--- config.mk ---
export PLATFORM = sky130hd
export DESIGN_NAME = ula_sequencial_flat
export DESIGN_NICKNAME = d
export VERILOG_FILES = /design/src/rtl/ula_sequencial_if.sv /design/src/rtl/ula_sequencial.sv /design/src/flat_wrapper.sv
export SDC_FILE = /design/constraint.sdc
export NUM_CORES = 1
export LEC_CHECK = 0
export CELL_PAD_IN_SITES_DETAIL_PLACEMENT = 1
export CELL_PAD_IN_SITES_GLOBAL_PLACEMENT = 1
export CORE_UTILIZATION = 25
export DETAILED_ROUTE_END_ITERATION = 8
export MAX_ROUTING_LAYER = met4
export PLACE_DENSITY_LB_ADDON = 0.15
export SYNTH_ARGS = -nofsm -noshare
export SYNTH_HDL_FRONTEND = slang
export SYNTH_SLANG_ARGS = --single-unit
--- constraint.sdc ---
create_clock -name Clk -period 2.99 [get_ports Clk]
set_clock_uncertainty 0.15 [all_clocks]
set_input_delay 0.598 -clock Clk [delete_from_list [all_inputs] [get_ports Clk]]
set_output_delay 0.598 -clock Clk [all_outputs]
set_load 0.01 [all_outputs]
--- src/rtl/ula_sequencial_if.sv ---
// Operation request and result bundle for the sequential ALU.
// Master issues Inicio/A/B/Sel_Op; slave returns the registered result and flags.
interface ula_sequencial_if #(
  parameter int LARG = 8
);
  logic              Inicio;
  logic [LARG-1:0]   A;
  logic [LARG-1:0]   B;
  logic [3:0]        Sel_Op;
  logic [2*LARG-1:0] Resultado;
  logic              Pronto;
  logic              Ocupado;
  logic              Carry;
  logic              Zero;
  logic              Erro;
  logic              Maior;
  logic              Menor;
  logic              Igual;

  modport master (
    output Inicio, A, B, Sel_Op,
    input  Resultado, Pronto, Ocupado, Carry, Zero, Erro, Maior, Menor, Igual
  );

  modport slave (
    input  Inicio, A, B, Sel_Op,
    output Resultado, Pronto, Ocupado, Carry, Zero, Erro, Maior, Menor, Igual
  );
endinterface

--- src/rtl/ula_sequencial.sv ---
// Sequential ALU: single-cycle logic/add/sub, LARG-iteration shift-add multiply and restoring divide.
// Latency 1 cycle (LARG+1 for mul/div); Inicio ignored while Ocupado. ULA_SEQ_SATURACAO_EN clamps add/sub.
module ula_sequencial #(
  parameter int LARG = 8
) (
  input logic         Clk,
  input logic         Rst_n,
  ula_sequencial_if.slave u
);
  localparam int CW = (LARG > 2) ? $clog2(LARG) : 1;

  localparam logic [3:0] OP_ADD  = 4'h0, OP_SUB  = 4'h1, OP_MUL = 4'h2,
                         OP_QUO  = 4'h3, OP_REM  = 4'h4, OP_AND = 4'h6,
                         OP_OR   = 4'h7, OP_NAND = 4'h8, OP_NOR = 4'h9,
                         OP_XOR  = 4'hA, OP_NOT  = 4'hB;

  typedef enum logic [1:0] {OCIOSO, CALC, FIM} estado_t;

  estado_t           estado;
  logic [LARG-1:0]   a_r, b_r, hi, lo;
  logic [3:0]        op_r;
  logic [CW-1:0]     cnt;
  logic [2*LARG-1:0] resultado_q;
  logic              pronto_q, ocupado_q, carry_q, zero_q, erro_q;
  logic              maior_q, menor_q, igual_q;

  // Single-cycle path, evaluated on the live inputs at acceptance.
  logic [LARG:0]     sum, diff;
  logic [2*LARG-1:0] res_s;
  logic              carry_s, erro_s, multi_s;

  always_comb begin
    sum     = {1'b0, u.A} + {1'b0, u.B};
    diff    = {1'b0, u.A} - {1'b0, u.B};
    res_s   = '0;
    carry_s = 1'b0;
    erro_s  = 1'b0;
    multi_s = 1'b0;
    case (u.Sel_Op)
      OP_ADD: begin
        carry_s = sum[LARG];
        res_s   = {{LARG{1'b0}}, sum[LARG-1:0]};
`ifdef ULA_SEQ_SATURACAO_EN
        if (sum[LARG]) res_s = {{LARG{1'b0}}, {LARG{1'b1}}};
`endif
      end
      OP_SUB: begin
        carry_s = diff[LARG];
        res_s   = {{LARG{1'b0}}, diff[LARG-1:0]};
`ifdef ULA_SEQ_SATURACAO_EN
        if (diff[LARG]) res_s = '0;
`endif
      end
      OP_MUL: multi_s = 1'b1;
      OP_QUO, OP_REM: begin
        if (u.B == '0) begin
          erro_s = 1'b1;
          res_s  = (u.Sel_Op == OP_QUO) ? {{LARG{1'b0}}, {LARG{1'b1}}}
                                        : {{LARG{1'b0}}, u.A};
        end else begin
          multi_s = 1'b1;
        end
      end
      OP_AND:  res_s = {{LARG{1'b0}}, u.A & u.B};
      OP_OR:   res_s = {{LARG{1'b0}}, u.A | u.B};
      OP_NAND: res_s = {{LARG{1'b0}}, ~(u.A & u.B)};
      OP_NOR:  res_s = {{LARG{1'b0}}, ~(u.A | u.B)};
      OP_XOR:  res_s = {{LARG{1'b0}}, u.A ^ u.B};
      OP_NOT:  res_s = {{LARG{1'b0}}, ~u.A};
      default: erro_s = 1'b1;
    endcase
  end

  // One iteration; hi/lo hold {product_hi, multiplier} or {remainder, quotient}.
  logic [LARG:0]     mul_s, div_t, div_d;
  logic [LARG-1:0]   hi_n, lo_n;
  logic [2*LARG-1:0] res_m;

  always_comb begin
    mul_s = {1'b0, hi} + (lo[0] ? {1'b0, a_r} : '0);
    div_t = {hi, lo[LARG-1]};
    div_d = div_t - {1'b0, b_r};
    if (op_r == OP_MUL) begin
      hi_n = mul_s[LARG:1];
      lo_n = {mul_s[0], lo[LARG-1:1]};
    end else begin
      hi_n = div_d[LARG] ? div_t[LARG-1:0] : div_d[LARG-1:0];
      lo_n = {lo[LARG-2:0], ~div_d[LARG]};
    end
    case (op_r)
      OP_MUL:  res_m = {hi_n, lo_n};
      OP_QUO:  res_m = {{LARG{1'b0}}, lo_n};
      default: res_m = {{LARG{1'b0}}, hi_n};
    endcase
  end

  always_ff @(posedge Clk or negedge Rst_n) begin
    if (!Rst_n) begin
      estado      <= OCIOSO;
      a_r         <= '0;
      b_r         <= '0;
      op_r        <= '0;
      hi          <= '0;
      lo          <= '0;
      cnt         <= '0;
      resultado_q <= '0;
      pronto_q    <= 1'b0;
      ocupado_q   <= 1'b0;
      carry_q     <= 1'b0;
      zero_q      <= 1'b1;
      erro_q      <= 1'b0;
      maior_q     <= 1'b0;
      menor_q     <= 1'b0;
      igual_q     <= 1'b0;
    end else begin
      case (estado)
        OCIOSO, FIM: begin
          if (u.Inicio) begin
            a_r  <= u.A;
            b_r  <= u.B;
            op_r <= u.Sel_Op;
            if (multi_s) begin
              estado    <= CALC;
              ocupado_q <= 1'b1;
              pronto_q  <= 1'b0;
              cnt       <= '0;
              hi        <= '0;
              lo        <= (u.Sel_Op == OP_MUL) ? u.B : u.A;
            end else begin
              estado      <= FIM;
              pronto_q    <= 1'b1;
              resultado_q <= res_s;
              carry_q     <= carry_s;
              erro_q      <= erro_s;
              zero_q      <= (res_s == '0);
              maior_q     <= (u.A > u.B);
              menor_q     <= (u.A < u.B);
              igual_q     <= (u.A == u.B);
            end
          end else begin
            estado   <= OCIOSO;
            pronto_q <= 1'b0;
          end
        end
        CALC: begin
          hi  <= hi_n;
          lo  <= lo_n;
          cnt <= cnt + 1'b1;
          if (cnt == CW'(LARG-1)) begin
            estado      <= FIM;
            ocupado_q   <= 1'b0;
            pronto_q    <= 1'b1;
            resultado_q <= res_m;
            carry_q     <= 1'b0;
            erro_q      <= 1'b0;
            zero_q      <= (res_m == '0);
            maior_q     <= (a_r > b_r);
            menor_q     <= (a_r < b_r);
            igual_q     <= (a_r == b_r);
          end
        end
        default: estado <= OCIOSO;
      endcase
    end
  end

  assign u.Resultado = resultado_q;
  assign u.Pronto    = pronto_q;
  assign u.Ocupado   = ocupado_q;
  assign u.Carry     = carry_q;
  assign u.Zero      = zero_q;
  assign u.Erro      = erro_q;
  assign u.Maior     = maior_q;
  assign u.Menor     = menor_q;
  assign u.Igual     = igual_q;
endmodule
--- src/flat_wrapper.sv ---
// flat-port wrapper written by rule: the top's interface ports become plain ports
module ula_sequencial_flat 
#(
  parameter int LARG = 8
)
  (Clk, Rst_n, u_Inicio, u_A, u_B, u_Sel_Op, u_Resultado, u_Pronto, u_Ocupado, u_Carry, u_Zero, u_Erro, u_Maior, u_Menor, u_Igual);
  ula_sequencial_if #(.LARG(LARG)) u_i ();
  input logic Clk;
  input logic Rst_n;
  input wire logic [$bits(u_i.Inicio)-1:0] u_Inicio;
  input wire logic [$bits(u_i.A)-1:0] u_A;
  input wire logic [$bits(u_i.B)-1:0] u_B;
  input wire logic [$bits(u_i.Sel_Op)-1:0] u_Sel_Op;
  output wire logic [$bits(u_i.Resultado)-1:0] u_Resultado;
  output wire logic [$bits(u_i.Pronto)-1:0] u_Pronto;
  output wire logic [$bits(u_i.Ocupado)-1:0] u_Ocupado;
  output wire logic [$bits(u_i.Carry)-1:0] u_Carry;
  output wire logic [$bits(u_i.Zero)-1:0] u_Zero;
  output wire logic [$bits(u_i.Erro)-1:0] u_Erro;
  output wire logic [$bits(u_i.Maior)-1:0] u_Maior;
  output wire logic [$bits(u_i.Menor)-1:0] u_Menor;
  output wire logic [$bits(u_i.Igual)-1:0] u_Igual;
  assign u_i.Inicio = u_Inicio;
  assign u_i.A = u_A;
  assign u_i.B = u_B;
  assign u_i.Sel_Op = u_Sel_Op;
  assign u_Resultado = u_i.Resultado;
  assign u_Pronto = u_i.Pronto;
  assign u_Ocupado = u_i.Ocupado;
  assign u_Carry = u_i.Carry;
  assign u_Zero = u_i.Zero;
  assign u_Erro = u_i.Erro;
  assign u_Maior = u_i.Maior;
  assign u_Menor = u_i.Menor;
  assign u_Igual = u_i.Igual;
  ula_sequencial #(.LARG(LARG)) u_core (.Clk(Clk), .Rst_n(Rst_n), .u(u_i));
endmodule
==> results.md, run 1 <==
* Crit path DAT at 3.17 ns
* Failing checks: negative setup slack
* Most numerous cell in the Yosys netlist: o21ai_0
* Post-route ant nets at 0
* WHS at 0.172 ns
* Core area at 21,400 um2
* CTS tree: built
* Slew @ Worst Pin at between 1 and 1.5 ns
* Hold Path Class: primary input to async pin
* Die Ht at 151 um
* Dpl hpwl at 19,300 um
* CP Max Fanout at 3
* Mapped Cells at about 670
* Die width at 151 um
* Worst reg-to-reg path cell count at 13
* Area grow syn2layout at 48.2%
* R2r startpoint: u_core.lo[7]$_DFFE_PN0P_
* Die area at 22,700 um2
* Synthesized Nets at 742
* Max-cap violations at 0
* Critical path capture point type: flip-flop
* Synth Cell Area at 5510 um2
* DRT iter0 DRCs at 236
* Initial Util at 25.8%
* Ys async rst share at 100%
* LEAKAGE at 3.64 nW
* Vias/cell at 5.16
* Port-buffer cells at 46
* Layout cells sized above 1 at 31.5%
* Synth cell types at 76
* Hold buffers post-CTS at 0
* FP Rows at 53
* Worst reg2reg setup slack at -0.09 ns
* RSZ-0062 raised after global routing: yes
* Clk buf depth at 2
* Synth area leaders: dfrtp_1 (29%), ha_1 (11%), o21ai_0 (6.4%)
* Placed cell areas at approximately 7400 um2
* Commonest cells in the netlist: o21ai_0 (70), nand2_1 (66), dfrtp_1 (64), ha_1 (50), a21oi_1 (48)
* Worst VDD drop at between 0.0003 and 0.0004 V
* Grt total ovfl at 0
* WL final at 23,600 um
* Relative slew slack at 26.8%
* Final setup fails at 2
* Critical path startpoint category: flip-flop
* Setup CP Type: flip-flop to flip-flop
* Pwr dens at 854 nW/um2
* Largest net degree at the start of global routing at 37
* Final Hold Fails at 0
* Seq cells post-synth at 65
* Post-synth EDFFs at 0
* Setup WS pre-CTS at -0.711 ns
* Worst path required time at 3.08 ns
* N_diodes at 0
* RePlAce Congestion at around 0.9
* Status: finished with violations
* CTS buffer count at 9
* Routed wire per std cell at about 20 um
* Ys Warns at 0
* Post-route setup slack at -0.0896 ns
* Reg clk slew, reported paths at approximately 0.06 ns
* Detailed-route DRC error count at 0
* All-Layer GR Usage at 22.5%
* F_max at ~0.32 GHz
* I/O pin total at 47
* Top FF cell, synth: dfrtp_1
* Vias at 5,914
* Vias in the first global route at 6,334
* CTS H-tree depth at 3
* Clk_lat worst skew at 0.35 ns
* Seq/Total Area, Yosys at about 30%
* Fin crit period at 3.08 ns
* Final Slew Violations at 0
* Clock Tree Root: clkbuf_16
* Global-route wire length before repair at about 37,000 um
* Final worst-path cycle share at 103%
* Setup TNS Final at -0.0945 ns
* Clk sinks at 65
* Post-layout util at 38.3%
* Detailed Routing Iterations Pass 1 at 5
* Nets at 944
* Post-synth top area cell: dfrtp_1
* Post-route cell area at 8170 um2
* Initial antenna violation count at 0
* Syn_area_per_cell at 8.29 um2
* Share of the synthesized area in the top cell type at between 20% and 30%
* R2R Path End: u_core.u.Zero$_DFFE_PN1P_
==> cells in the final DEF, fill, tap and decap left out, types with 8 or more instances in the layout <==
master           instances
nand2_1                 66
inv_1                   31
a21oi_1                 42
a221o_1                  8
nand4_1                  9
o211ai_1                25
clkdlybuf4s50_1         36
nor2_1                  42
nor3_1                  13
buf_4                  173
ha_1                    42
o21ai_0                 61
and2_1                  12
mux2i_1                 13
clkbuf_16                9
xnor2_1                 10
dlygate4sd2_1            8
a21o_1                   9
nand3_1                 12
dfrtp_1                 64
==> worst max-delay path, stage by stage, from the launching register on <==
cell,delay (ns)
dfrtp_1,0.40
inv_1,0.07
ha_2,0.18
inv_2,0.04
fa_2,0.37
a211oi_2,0.24
buf_4,0.16
o211a_4,0.18
nor3_4,0.07
o21ai_1,0.27
a31oi_2,0.17
a2111oi_2,0.38
nand4_1,0.20
o311ai_1,0.11
==> metrics by stage <==
stage | power, mW | std cells
floorplan | 3.33 | 665
global placement | 5.20 | 1123
detailed placement | 5.31 | 1123
CTS | 6.75 | 1143
global route | 7.44 | 1147
finish | 6.98 | 1147
==> registers in the layout, indices dropped and copies added, names as in the netlist <==
register / count
u_core.b_r: 8
u_core.u.Carry: 1
u_core.estado: 2
u_core.u.Ocupado: 1
u_core.u.Igual: 1
u_core.u.Zero: 1
u_core.u.Maior: 1
u_core.a_r: 8
u_core.op_r: 4
u_core.lo: 8
u_core.u.Resultado: 16
u_core.u.Menor: 1
u_core.hi: 8
u_core.cnt: 3
u_core.u.Pronto: 1
u_core.u.Erro: 1
==> worst max path at each step <==
stage,depth (start not counted),from,endpoint,slack [ns]
CTS,13,u_core.lo[7]$_DFFE_PN0P_,u_core.u.Zero$_DFFE_PN1P_,-0.13
floorplan,11,u_core.lo[0]$_DFFE_PN0P_,u_core.u.Zero$_DFFE_PN1P_,0.02
global route,14,u_core.lo[7]$_DFFE_PN0P_,u_core.u.Zero$_DFFE_PN1P_,-0.23
detailed placement,12,u_A[0],u_core.u.Zero$_DFFE_PN1P_,-0.71
finish,13,u_core.lo[7]$_DFFE_PN0P_,u_core.u.Zero$_DFFE_PN1P_,-0.09
global placement,12,u_A[0],u_core.u.Zero$_DFFE_PN1P_,-0.71
==> routing by layer <==
metal	vias up	GRT usage (%)	part of all wire [%]
met3	31	2.42	2.3
met1	2936	26.9	44
li1	2843	-	-
met4	0	7.42	2.8
met5	-	-	0
met2	104	39.0	51
==> final cells by class <==
| type | count | area (um2) |
|---|---|---|
| Fill cell | 2527 | 13200 |
| Multi-Input combinational cell | 527 | 3890 |
| Timing Repair Buffer | 226 | 1830 |
| Sequential cell | 65 | 1630 |
| Tap cell | 275 | 344 |
| Clock buffer | 10 | 239 |
| Inverter | 38 | 143 |
| Clock inverter | 6 | 88.8 |
==> report_power, final <==
part           total (mW)  switching, mW  leakage (nW)  internal (mW)
logic                4.45           2.30          2.67           2.15
clock network        1.18          0.425         0.155          0.754
registers            1.35          0.216         0.817           1.14
==> timing repair <==
action | in CTS | in global routing
resized for setup | 61 | 30
pin swaps | 25 | 15
buffers inserted | 4 | 4
endpoints found under the setup margin | 26 | 17
==> cell families (layout without fill, tap and decap cells) <==
group | count (synthesis) | count (layout) | share of synthesized area [%]
AO/OA/AOI/OAI | 236 | 236 | 27.7
buffers and inverters | 73 | 280 | 5.81
XOR/XNOR | 12 | 12 | 1.91
multiplexers | 20 | 20 | 3.77
AND/OR/NAND/NOR | 205 | 205 | 18.5
flip-flops | 65 | 65 | 29.5
adder cells (fa/ha/maj) | 54 | 54 | 12.8
No activity file was read; power rests on OpenSTA's default activity.
==> run 2: changes to the inputs <==
--- a/config.mk
+++ b/config.mk
@@ -11,6 +11,7 @@
 export DETAILED_ROUTE_END_ITERATION = 8
 export MAX_ROUTING_LAYER = met4
 export PLACE_DENSITY_LB_ADDON = 0.15
+export SKIP_LAST_GASP = 1
 export SYNTH_ARGS = -nofsm -noshare
 export SYNTH_HDL_FRONTEND = slang
 export SYNTH_SLANG_ARGS = --single-unit
==> run 2 against run 1 <==
  * The flow still finishes with violations (negative setup slack)
  * Maximum frequency is essentially flat
  * Sequential share of layout area about the same
  * First-iteration DRC count up 6.8%
  * Flip-flop and latch count unchanged
  * Setup slack better by 0.00080 ns
  * Critical path depth stayed put
  * Register-to-register slack hardly changed
  * Utilization about the same
  * Wire length about the same
  * Non-clock buffer count unchanged
  * Critical endpoint unchanged
  * Largest cell class unchanged
==> results.md, run 2 (same netlist as run 1, synthesis figures left out) <==
* Critical path startpoint category: flip-flop (unchanged)
* Setup CP Type: flip-flop to flip-flop (unchanged)
* F_max at 0.325 GHz (about the same)
* Routed wire per std cell at 20.6 um (about the same)
* Most frequent cells in the layout: buf_4 (174), nand2_1 (66), dfrtp_1 (64) (was buf_4 (173), nand2_1 (66), dfrtp_1 (64))
* Die area at 22,700 um2 (unchanged)
* Vias at 5,883 (was 5,914)
* Switch share at 42.2% (was 42.1%)
* Max-cap violations at 0 (unchanged)
* Status: finished with violations (unchanged)
* Dpl hpwl at 19,300 um (unchanged)
* Vias/cell at 5.13 (was 5.16)
* Clk_lat worst skew at 0.35 ns (about the same)
* Initial Util at 25.8% (unchanged)
* Worst setup path start: u_core.lo[7]$_DFFE_PN0P_ (unchanged)
* R2R Path End: u_core.u.Zero$_DFFE_PN1P_ (unchanged)
* CTS buffer count at 9 (unchanged)
* Worst reg-to-reg path cell count at 13 (unchanged)
* Logic gate share of total power at 63.6% (was 63.7%)
* Placed cell areas at 7450 um2 (unchanged)
* Port-buffer cells at 46 (unchanged)
* Failing checks: negative setup slack (unchanged)
* Commonest non-fill, non-tap cell in the layout: buf_4 (unchanged)
* Initial antenna violation count at 0 (unchanged)
* WL final at 23,600 um (about the same)
* All-Layer GR Usage at 22.5% (unchanged)
* Relative slew slack at 26.9% (was 26.8%)
* RSZ-0062 raised after global routing: yes (unchanged)
* R2r startpoint: u_core.lo[7]$_DFFE_PN0P_ (unchanged)
* Slew @ Worst Pin at 1.09 ns (about the same)
* Global-route wire length before repair at 36,700 um (unchanged)
* Fin crit period at 3.08 ns (about the same)
* Seq pwr share at 19.4% (about the same)
* Detailed-route DRC error count at 0 (unchanged)
* Clk sinks at 65 (unchanged)
* Area grow syn2layout at 48.1% (was 48.2%)
* Max FFs per register at 16 (unchanged)
* Core area at 21,400 um2 (unchanged)
* WHS at 0.173 ns (was 0.172 ns)
* CP Max Fanout at 3 (unchanged)
* FP Rows at 53 (unchanged)
* Clock power share at 16.9% (about the same)
* Worst VDD drop at 0.000337 V (was 0.000336 V)
* DRT iter0 DRCs at 252 (was 236)
* Worst path required time at 3.08 ns (about the same)
* Hold Path Class: primary input to async pin (unchanged)
* Worst setup endpoint: u_core.u.Zero$_DFFE_PN1P_ (unchanged)
* Pwr dens at 854 nW/um2 (about the same)
* Switching power of the nets at 2.94 mW (about the same)
* LEAKAGE at 3.64 nW (about the same)
* Reg clk slew, reported paths at 0.06 ns (about the same)
* Clock Tree Root: clkbuf_16 (unchanged)
* P_int at 4.03 mW (was 4.04 mW)
* Final Hold Fails at 0 (unchanged)
* I/O pin total at 47 (unchanged)
* Post-route ant nets at 0 (unchanged)
* Detailed Routing Iterations Pass 1 at 5 (unchanged)
* CTS H-tree depth at 3 (unchanged)
* RePlAce Congestion at 0.874 (unchanged)
* Clk buf depth at 2 (unchanged)
* Layout cells sized above 1 at 31.5% (unchanged)
* Critical path capture point type: flip-flop (unchanged)
* Worst reg2reg setup slack at -0.09 ns (about the same)
* Final setup fails at 2 (unchanged)
* Final Slew Violations at 0 (unchanged)
* Layout fillers at 2,527 (unchanged)
* Final worst-path cycle share at 103% (about the same)
* CTS tree: built (unchanged)
* N_diodes at 0 (unchanged)
* Post-route setup slack at -0.0888 ns (was -0.0896 ns)
* Die width at 151 um (unchanged)
* Crit path DAT at 3.17 ns (about the same)
* Largest net degree at the start of global routing at 37 (unchanged)
* Post-route cell area at 8170 um2 (about the same)
* Die Ht at 151 um (unchanged)
* Nets at 944 (unchanged)
* Grt total ovfl at 0 (unchanged)
* Vias in the first global route at 6,334 (unchanged)
run 2: per-stage QoR:
step | setup TNS, ns | utilization, % | instances | total power, mW | worst slack (ns)
after floorplan | 0 | - | 665 | 3.33 | 0.0170
after global placement | -10.21 | 34.9 | 1123 | 5.20 | -0.708
after detailed placement | -14.00 | 34.9 | 1123 | 5.31 | -0.711
after CTS | -0.217 | 37.4 | 1143 | 6.75 | -0.128
after global routing | -0.991 | 38.2 | 1147 | 7.43 | -0.232
final | -0.0993 | 38.2 | 1147 | 6.97 | -0.0888
run 2: layout make-up:
class	instances	area, um2	share of cell area [%]
Clock buffer	10	239	2.93
Tap cell	275	344	4.21
Multi-Input combinational cell	527	3890	47.7
Timing Repair Buffer	226	1830	22.4
Sequential cell	65	1630	19.9
Inverter	38	143	1.75
Clock inverter	6	88.8	1.09
run 2: worst min-delay path by stage:
stage                                  from                            to  slack, ns  cells past startpoint
2_1_floorplan                         Rst_n     u_core.a_r[0]$_DFFE_PN0P_       0.15                      0
3_3_place_gp   u_core.u.Ocupado$_DFFE_PN0P_  u_core.u.Ocupado$_DFFE_PN0P_       0.31                      1
3_5_place_dp   u_core.u.Ocupado$_DFFE_PN0P_  u_core.u.Ocupado$_DFFE_PN0P_       0.32                      1
4_1_cts                               Rst_n      u_core.hi[5]$_DFFE_PN0P_       0.20                      1
5_1_grt                               Rst_n      u_core.hi[5]$_DFFE_PN0P_       0.22                      1
6_report                              Rst_n      u_core.hi[5]$_DFFE_PN0P_       0.17                      1
run 2: repair_timing:
action | CTS | global route
endpoints found under the hold margin | 0 | 0
gates resized for setup | 61 | 29
setup endpoints to repair | 26 | 17
hold buffers | 0 | 0
setup buffers | 4 | 4
pin swaps | 25 | 14
run 2: critical path, stage by stage (launching register included):
cell and delay, ns:
dfrtp_1 0.40, inv_1 0.07, ha_2 0.18, inv_2 0.04, fa_2 0.37, a211oi_2 0.24, buf_4 0.16, o211a_4 0.18
nor3_4 0.07, o21ai_1 0.27, a31oi_2 0.17, a2111oi_2 0.38, nand4_1 0.20, o311ai_1 0.11
run 2: power by group through the flow:
stage	clock network, mW	logic [mW]	registers (mW)
2_1_floorplan	0	1.98	1.35
3_3_place_gp	0	3.84	1.36
3_5_place_dp	0	3.94	1.37
4_1_cts	1.20	4.19	1.36
5_1_grt	1.24	4.80	1.39
6_report	1.18	4.44	1.35
run 2: layer usage:
| metal | vias up | part of all wire (%) | global-route usage, % |
|---|---|---|---|
| met4 | 0 | 3.0 | 7.42 |
| met2 | 106 | 51 | 39.0 |
| met3 | 36 | 2.3 | 2.42 |
| met5 | - | 0 | - |
| li1 | 2841 | - | - |
| met1 | 2900 | 44 | 26.9 |
